===== config.mk =====
export PLATFORM = sky130hd
export DESIGN_NAME = cpu_writeback_scheduler
export DESIGN_NICKNAME = d
export VERILOG_FILES = /design/src/rtl/cpu_writeback_scheduler_pkg.sv /design/src/rtl/cpu_writeback_scheduler_scoreboard.sv /design/src/rtl/cpu_writeback_scheduler.sv
export SDC_FILE = /design/constraint.sdc
export NUM_CORES = 1
export LEC_CHECK = 0
export CORE_MARGIN = 1
export CORE_UTILIZATION = 41
export DETAILED_ROUTE_END_ITERATION = 10
export PLACE_DENSITY = 0.81
export SETUP_SLACK_MARGIN = 0.4
export SYNTH_ARGS = -nofsm -noshare
export SYNTH_HDL_FRONTEND = slang
export SYNTH_HIERARCHICAL = 1
export SYNTH_SLANG_ARGS = --single-unit

===== constraint.sdc =====
create_clock -name clk -period 2.5 [get_ports clk]
set_input_delay 0.375 -clock clk [delete_from_list [all_inputs] [get_ports clk]]
set_output_delay 0.375 -clock clk [all_outputs]
set_load 0.1 [all_outputs]

===== src/rtl/cpu_writeback_scheduler_pkg.sv =====
// Shared widths and source ids for the writeback scheduler and its scoreboard.
package cpu_writeback_scheduler_pkg;
    localparam int REG_ADDR_W   = 5;
    localparam int NUM_REGS     = 32;
    localparam int XLEN         = 32;
    localparam int STARVE_CNT_W = 4;

    typedef enum logic {
        WB_SRC_FAST = 1'b0,
        WB_SRC_SLOW = 1'b1
    } wb_src_e;
endpackage


===== src/rtl/cpu_writeback_scheduler_scoreboard.sv =====
// Pending long-latency destination tracking, RAW/WAW hazard detection and sticky
// error flag for a src1 write that arrives for a register that was never marked.
module cpu_scoreboard
    import cpu_writeback_scheduler_pkg::*;
#(
    parameter bit HARDWIRE_ZERO = 1'b1
) (
    input  logic                  clk,
    input  logic                  rst_n,
    input  logic                  iss_valid,
    input  logic [REG_ADDR_W-1:0] iss_rs1,
    input  logic [REG_ADDR_W-1:0] iss_rs2,
    input  logic [REG_ADDR_W-1:0] iss_rd,
    input  logic                  iss_rd_we,
    input  logic                  iss_long,
    input  logic                  wb1_xfer,
    input  logic [REG_ADDR_W-1:0] wb1_rd,
    output logic                  iss_stall,
    output logic [NUM_REGS-1:0]   busy,
    output logic                  sb_err
);
    logic [NUM_REGS-1:0] busy_q, busy_d;
    logic                sb_err_q, sb_err_d;
    logic                hazard;
    logic                iss_accept;

    always_comb begin
        // Registered busy only: a src1 write committing this cycle still stalls.
        hazard     = busy_q[iss_rs1] | busy_q[iss_rs2] | (iss_rd_we & busy_q[iss_rd]);
        iss_stall  = !rst_n | hazard;
        iss_accept = iss_valid & !iss_stall;

        busy_d   = busy_q;
        sb_err_d = sb_err_q;
        if (wb1_xfer) begin
            busy_d[wb1_rd] = 1'b0;
            if (!busy_q[wb1_rd] && !(HARDWIRE_ZERO && wb1_rd == '0)) begin
                sb_err_d = 1'b1;
            end
        end
        if (iss_accept && iss_long && iss_rd_we && (iss_rd != '0 || !HARDWIRE_ZERO)) begin
            busy_d[iss_rd] = 1'b1;
        end
        if (HARDWIRE_ZERO) begin
            busy_d[0] = 1'b0;
        end
    end

    always_ff @(posedge clk or negedge rst_n) begin
        if (!rst_n) begin
            busy_q   <= '0;
            sb_err_q <= 1'b0;
        end else begin
            busy_q   <= busy_d;
            sb_err_q <= sb_err_d;
        end
    end

    assign busy   = busy_q;
    assign sb_err = sb_err_q;
endmodule


===== src/rtl/cpu_writeback_scheduler.sv =====
// Arbitrates the single register-file write port between the fast ALU (src0) and
// the long-latency unit (src1), with an anti-starvation override for src1.
module cpu_writeback_scheduler
    import cpu_writeback_scheduler_pkg::*;
#(
    parameter bit HARDWIRE_ZERO = 1'b1,
    parameter int STARVE_LIMIT  = 4
) (
    input  logic                  clk,
    input  logic                  rst_n,
    input  logic                  iss_valid,
    input  logic [REG_ADDR_W-1:0] iss_rs1,
    input  logic [REG_ADDR_W-1:0] iss_rs2,
    input  logic [REG_ADDR_W-1:0] iss_rd,
    input  logic                  iss_rd_we,
    input  logic                  iss_long,
    output logic                  iss_stall,
    input  logic                  wb0_valid,
    input  logic [REG_ADDR_W-1:0] wb0_rd,
    input  logic [XLEN-1:0]       wb0_data,
    output logic                  wb0_ready,
    input  logic                  wb1_valid,
    input  logic [REG_ADDR_W-1:0] wb1_rd,
    input  logic [XLEN-1:0]       wb1_data,
    output logic                  wb1_ready,
    output logic [REG_ADDR_W-1:0] rf_a3,
    output logic [XLEN-1:0]       rf_wd3,
    output logic                  rf_we3,
    output logic [NUM_REGS-1:0]   busy,
    output logic                  sb_err
);
    localparam logic [STARVE_CNT_W-1:0] STARVE_MAX = STARVE_CNT_W'(STARVE_LIMIT);

    logic [STARVE_CNT_W-1:0] starve_q, starve_d;
    logic                    force_slow;
    wb_src_e                 grant_src;

    always_comb begin
        force_slow = (starve_q == STARVE_MAX) && wb1_valid;
        grant_src  = WB_SRC_FAST;
        if (wb1_valid && (force_slow || !wb0_valid)) begin
            grant_src = WB_SRC_SLOW;
        end

        // Readies are masked during reset so nothing can handshake while rst_n is low.
        wb0_ready = rst_n && wb0_valid && (grant_src == WB_SRC_FAST);
        wb1_ready = rst_n && wb1_valid && (grant_src == WB_SRC_SLOW);

        rf_a3  = (grant_src == WB_SRC_SLOW) ? wb1_rd   : wb0_rd;
        rf_wd3 = (grant_src == WB_SRC_SLOW) ? wb1_data : wb0_data;
        rf_we3 = (wb0_ready || wb1_ready) && !(HARDWIRE_ZERO && rf_a3 == '0);

        starve_d = starve_q;
        if (wb1_ready) begin
            starve_d = '0;
        end else if (wb1_valid && starve_q < STARVE_MAX) begin
            starve_d = starve_q + 1'b1;
        end
    end

    always_ff @(posedge clk or negedge rst_n) begin
        if (!rst_n) begin
            starve_q <= '0;
        end else begin
            starve_q <= starve_d;
        end
    end

    cpu_scoreboard #(
        .HARDWIRE_ZERO (HARDWIRE_ZERO)
    ) u_scoreboard (
        .clk       (clk),
        .rst_n     (rst_n),
        .iss_valid (iss_valid),
        .iss_rs1   (iss_rs1),
        .iss_rs2   (iss_rs2),
        .iss_rd    (iss_rd),
        .iss_rd_we (iss_rd_we),
        .iss_long  (iss_long),
        .wb1_xfer  (wb1_valid && wb1_ready),
        .wb1_rd    (wb1_rd),
        .iss_stall (iss_stall),
        .busy      (busy),
        .sb_err    (sb_err)
    );
endmodule


# [After elaboration in Yosys (flattened, before gate mapping)]
# Cells that the tools add are included.
[word_totals] input_bits=96 output_inout_bits=74 ff_bits=36 word_cells=68
[classes] n_bitwise=9 addsub=1 n_mux=19 reduce_logical=28 eq_ne=1 n_lt_le_gt_ge=7
[op_table] cell="2-to-1 mux 32 bit" n=3
[op_table] cell="AND 32 bit" n=1
[op_table] cell="inverter 32 bit" n=1
[op_table] cell="OR 32 bit" n=1
[op_table] cell="less-than comparator 5 x 6 -> 1 bit (second input constant)" n=4
[op_table] cell="binary-select mux 1 bit (select 5 bit)" n=4
[op_table] cell="logical AND 1 bit" n=15
[op_table] cell="demux 1 bit (select 5 bit)" n=2
[op_table] cell=">= comparator 5 x 1 -> 1 bit (second input constant)" n=2
[op_table] cell="zero test 5 bit" n=2
[op_table] cell="2-to-1 mux 4 bit" n=2
[op_table] cell="2-to-1 mux 1 bit" n=7
[op_table] cell="zero test 1 bit" n=6
[op_table] cell="2-to-1 mux 5 bit" n=1
[op_table] cell="nonzero test 5 bit" n=1
[op_table] cell="adder 4 x 1 -> 4 bit (second input constant)" n=1
[op_table] cell="== test 4 x 3 -> 1 bit (second input constant)" n=1
[op_table] cell="less-than comparator 4 x 3 -> 1 bit (second input constant)" n=1
[op_table] cell="OR 1 bit" n=3
[op_table] cell="AND 1 bit" n=2
[op_table] cell="logical OR 1 bit" n=2
[op_table] cell="AND reduction 2 bit" n=1
[op_table] cell="nonzero test 2 bit" n=1
[op_table] cell="inverter 1 bit" n=1

# [Longest topological paths before layout]
[logic_depth] word_depth=11 mapped_depth=8 mapped_depth_nobuf=8

# [Hierarchy]
# The synthesis kept the hierarchy.
[modules_own_cells] mod="cpu_scoreboard" cells_per_inst=262 area_each_um2=2576.2 n_inst=1 seq_area_each_um2=800.8
[modules_own_cells] mod="cpu_writeback_scheduler" cells_per_inst=72 area_each_um2=784.5 n_inst=1 seq_area_each_um2=100.1

# [Least setup slack after synthesis]
# Ideal clock, no wire load.
[synth_timing] path_type="reg-to-output" startpoint="register starve_q[0]" endpoint="output port rf_we3" t_required_ns=2.125 path_slack_ns=-1.183 path_stages_with_launch=8 n_path_buf=2 t_arrival_ns=3.308 cell_sequence="dfrtp_1 -> inv_1 -> ha_1 -> and3b_2 -> o21ai_4 -> buf_6 -> buf_12 -> a211oi_1"
[synth_between] elab_chain_len=9 elab_cells_between_ends=13 classes_between="eq/ne (1); mux (2); bitwise (1); reduce/logical (9)"
[synth_rtl] element="start, declared" line_no="cpu_writeback_scheduler.sv:34" text="logic [STARVE_CNT_W-1:0] starve_q, starve_d;"
[synth_rtl] element="start signal, assigned" line_no="cpu_writeback_scheduler.sv:65" text="starve_q <= starve_d;"
[synth_rtl] element="== test 4 x 3 -> 1 bit (*)" line_no="cpu_writeback_scheduler.sv:39" text="force_slow = (starve_q == STARVE_MAX) && wb1_valid;"
[synth_rtl] element="logical AND 1 bit (*)" line_no="cpu_writeback_scheduler.sv:39"
[synth_rtl] element="logical OR 1 bit (*)" line_no="cpu_writeback_scheduler.sv:41" text="if (wb1_valid && (force_slow || !wb0_valid)) begin"
[synth_rtl] element="logical AND 1 bit (*)" line_no="cpu_writeback_scheduler.sv:41"
[synth_rtl] element="2-to-1 mux 1 bit (*)" line_no="cpu_writeback_scheduler.sv:41"
[synth_rtl] element="2-to-1 mux 5 bit / inverter 1 bit (equally long branches)" line_no="cpu_writeback_scheduler.sv:49, cpu_writeback_scheduler.sv:46"
[synth_rtl] element="zero test 5 bit / logical AND 1 bit (equally long branches)" line_no="cpu_writeback_scheduler.sv:51, cpu_writeback_scheduler.sv:46"
[synth_rtl] element="zero test 1 bit / logical OR 1 bit (equally long branches)" line_no="cpu_writeback_scheduler.sv:51" text="rf_we3 = (wb0_ready || wb1_ready) && !(HARDWIRE_ZERO && rf_a3 == '0);"
[synth_rtl] element="logical AND 1 bit (*)" line_no="cpu_writeback_scheduler.sv:51"
[synth_rtl] element="end, declared" line_no="cpu_writeback_scheduler.sv:28" text="output logic rf_we3,"
# Every way passes the cells marked *; elsewhere a longest branch is shown, timed or not.

# [Worst setup path in the final report]
[layout_timing] startpoint="input port iss_rd[1]" endpoint="output port iss_stall"
[layout_between] elab_chain_len=5
[layout_rtl] element="start, declared" line_no="cpu_writeback_scheduler.sv:14" text="input logic [REG_ADDR_W-1:0] iss_rd,"
[layout_rtl] element="binary-select mux 1 bit (select 5 bit)" line_no="cpu_writeback_scheduler_scoreboard.sv:29" text="hazard = busy_q[iss_rs1] | busy_q[iss_rs2] | (iss_rd_we & busy_q[iss_rd]);"
[layout_rtl] element="2-to-1 mux 1 bit (not written as such)" line_no="cpu_writeback_scheduler_scoreboard.sv:29"
[layout_rtl] element="AND 1 bit" line_no="cpu_writeback_scheduler_scoreboard.sv:29"
[layout_rtl] element="OR 1 bit" line_no="cpu_writeback_scheduler_scoreboard.sv:29"
[layout_rtl] element="OR 1 bit" line_no="cpu_writeback_scheduler_scoreboard.sv:30" text="iss_stall = !rst_n | hazard;"
[layout_rtl] element="end, declared" line_no="cpu_writeback_scheduler.sv:17" text="output logic iss_stall,"
# No other way between the ends. The select of a mux whose other input is x is not followed.

==> results.sh <==
export IMPL_root_buffer="clkbuf_8"
export IMPL_drv_slew=0
export IMPL_syn_inst=334
export IMPL_timing_rr_end="u_scoreboard/busy[5]"
export IMPL_finalCritPeriodShare_pct=117
export IMPL_final_common_cell="buf_4"
export IMPL_antenna_left=0
export IMPL_async_flop_share_pct=100
export IMPL_area_growth_pct=116
export IMPL_hold_path_class="in2async"
export IMPL_ys_flop_type="dfrtp_1"
export IMPL_via_count=5243
export IMPL_synth_ff_latch_count=36
export IMPL_die_h_um=92.5
export IMPL_dieArea_um2=8560
export IMPL_antenna_found_initial=3
export IMPL_hold_viol_final=0
export IMPL_fin_ws_ns=-0.426
export IMPL_fin_nets=688
export IMPL_failed_checks="negative setup slack"
export IMPL_grt_pass1_wl_mm=29.5
export IMPL_io_buffers=168
export IMPL_drt_total_wl_mm=25.3
export IMPL_finalSetupViolCount=55
export IMPL_p_leak_nw=3.13
export IMPL_firstDrtPassIters=9
export IMPL_clk_pin_slew_ns=0.08
export IMPL_fp_dieW_um=92.5
export IMPL_holdWs_ns=0.263
export IMPL_clkSinkCount=36
export IMPL_drive_above_1_share_pct=60.9
export IMPL_r2r_slack_ns=-0.18
export IMPL_end_kind="output pin"
export IMPL_powerDensity_nw_per_um2=530
export IMPL_required_ns=2.12
export IMPL_core_area_um2=7810
export IMPL_finClkSkew_ns=0.00945
export IMPL_synth_warnings=6
export IMPL_maxCapViolCount=0
export IMPL_grt_max_degree=28
export IMPL_rows=32
export IMPL_numCtsBuffers=5
export IMPL_gr_usage_all_layers_pct=47.4
export IMPL_grt_pass1_vias=4864
export IMPL_gp_congestion=0.958
export IMPL_path_max_fanout=7
export IMPL_fmax_mhz=342
export IMPL_start_kind="input pin"
export IMPL_period_minus_slack_ns=2.93
export IMPL_syn_nets=432
export IMPL_worst_pin_slew_ns=1.05
export IMPL_setup_worst_path_class="in2out"
export IMPL_synth_edf_count=0
export IMPL_io_pins=170
export IMPL_insertion_delay_ns=0.31
export IMPL_seq_area_frac_synth_pct=26.8
export IMPL_drc=0
export IMPL_ir_worst_vdd_mv=0.558
export IMPL_final_cell_mix="buf_4 (97), clkdlybuf4s50_1 (83), buf_12 (51)"
export IMPL_drt_vias_per_instance=7.52
export IMPL_dpl_hpwl_mm=11.2
export IMPL_r2r_cells=14
export IMPL_final_area_um2=7250
export IMPL_ys_types=57
export IMPL_cts_tree="done"
export IMPL_drt_iter0_drc=1053
export IMPL_placed_area_um2=5770
export IMPL_cts_buffer_depth=2
export IMPL_run_status="complete, but fails checks"
export IMPL_r2r_start="starve_q[0]"
export IMPL_start_util_pct=43.0
export IMPL_wl_per_cell_um=36.3
export IMPL_slew_limit_headroom_pct=29.5
export IMPL_rsz0062_at_grt="true"
export IMPL_syn_avg_cell_area_um2=10.1
export IMPL_critical_path_arrival_ns=2.55
export IMPL_cts_hold_buf=0
export IMPL_htree_num_levels=2
export IMPL_overflow=0
export IMPL_syn_area_um2=3360
[worst max-delay path by stage]
| stage | from | slack (ns) | to | depth (start not counted) |
|---|---|---|---|---|
| after floorplan | u_scoreboard/busy[20] | -0.05 | iss_stall | 5 |
| after global placement | iss_rs1[2] | -0.40 | iss_stall | 8 |
| after detailed placement | iss_rs1[2] | -0.42 | iss_stall | 8 |
| after CTS | u_scoreboard/busy[8] | -0.21 | iss_stall | 7 |
| after global routing | iss_rd[1] | -0.46 | iss_stall | 9 |
| final | iss_rd[1] | -0.43 | iss_stall | 9 |
[kinds of logic (layout without fill, tap and decap cells)]
group	count (synthesis)	count (layout)	synth area share [%]
AOI/OAI and AO/OA	109	109	19.7
buffers and inverters	24	281	4.88
muxes	88	88	32.8
other	1	5	0.112
and+or+nand+nor	73	73	14.7
xor gates and xnor gates	1	1	0.261
adders and majority gates	2	2	0.744
DFF	36	36	26.8
[critical path, stage by stage]
cell             delay, ns
clkdlybuf4s15_1       0.27
bufbuf_16             0.31
buf_4                 0.12
mux2i_1               0.33
o21bai_1              0.19
nor4_2                0.26
o22ai_1               0.16
a211o_4               0.36
buf_12                0.17
[cell type report]
cell class / instances / area, um^2
Inverter: 5 / 18.8
Clock buffer: 6 / 72.6
Tap cell: 102 / 128
Clock inverter: 2 / 35.0
Antenna cell: 4 / 10.0
Multi-Input combinational cell: 274 / 2950
Timing Repair Buffer: 268 / 3080
Sequential cell: 36 / 950
Fill cell: 235 / 562
[cells in the mapped netlist (5+ instances only)]
library cell  number  area, um^2
nand3_1            5        25.0
or3b_2             5        43.8
inv_1              5        18.8
mux2i_1           27         270
o21ai_0           63         315
nand3b_1           7        52.6
buf_6              5        56.3
clkbuf_1           5        18.8
nor2_1             5        18.8
dfrtp_1           36         901
nor2b_1           10        62.6
mux4_2            10         225
nand2_1            7        26.3
mux2_2            41         462
mux2_4             9         135
nand2b_1           7        43.8
nor4_1             5        31.3
a21oi_1            5        25.0
o22ai_1           10        62.6
[per-layer routing]
metal | GRT usage (%) | wire length (um) | vias up
met3 | 17.2 | 3730 | 333
li1 | - | - | 1825
met4 | 28.6 | 3300 | 2
met5 | 0 | 12 | -
met2 | 77.0 | 10900 | 682
met1 | 52.8 | 7350 | 2401
[sequential cells by signal, summed over array words and instances (netlist names)]
name,flops
u_scoreboard/busy,31
starve_q,4
u_scoreboard/sb_err,1
[power breakdown]
group	switching, mW	internal, mW	total [mW]	leakage (nW)
Sequential	0.0898	0.636	0.726	0.437
Clock	0.244	0.296	0.540	0.0552
Combinational	1.50	1.07	2.57	2.64
Total	1.83	2.01	3.84	3.13
[through the flow]
stage	setup slack (ns)	total power [mW]	cells	utilization [%]	setup TNS [ns]
final	-0.426	3.84	697	92.8	-10.46
after global routing	-0.457	3.89	695	92.7	-14.00
after CTS	-0.208	3.52	675	87.2	-2.00
after detailed placement	-0.424	2.65	627	73.9	-10.35
after global placement	-0.400	2.62	627	73.9	-8.99
after floorplan	-0.0458	1.91	334	-	-0.0458
[what timing repair did]
action	CTS	global route
cloned	7	0
resized for setup	144	76
setup endpoints to repair	73	73
buffers inserted	33	18
pin swaps	20	23
Power figures use the tool's default switching activity.
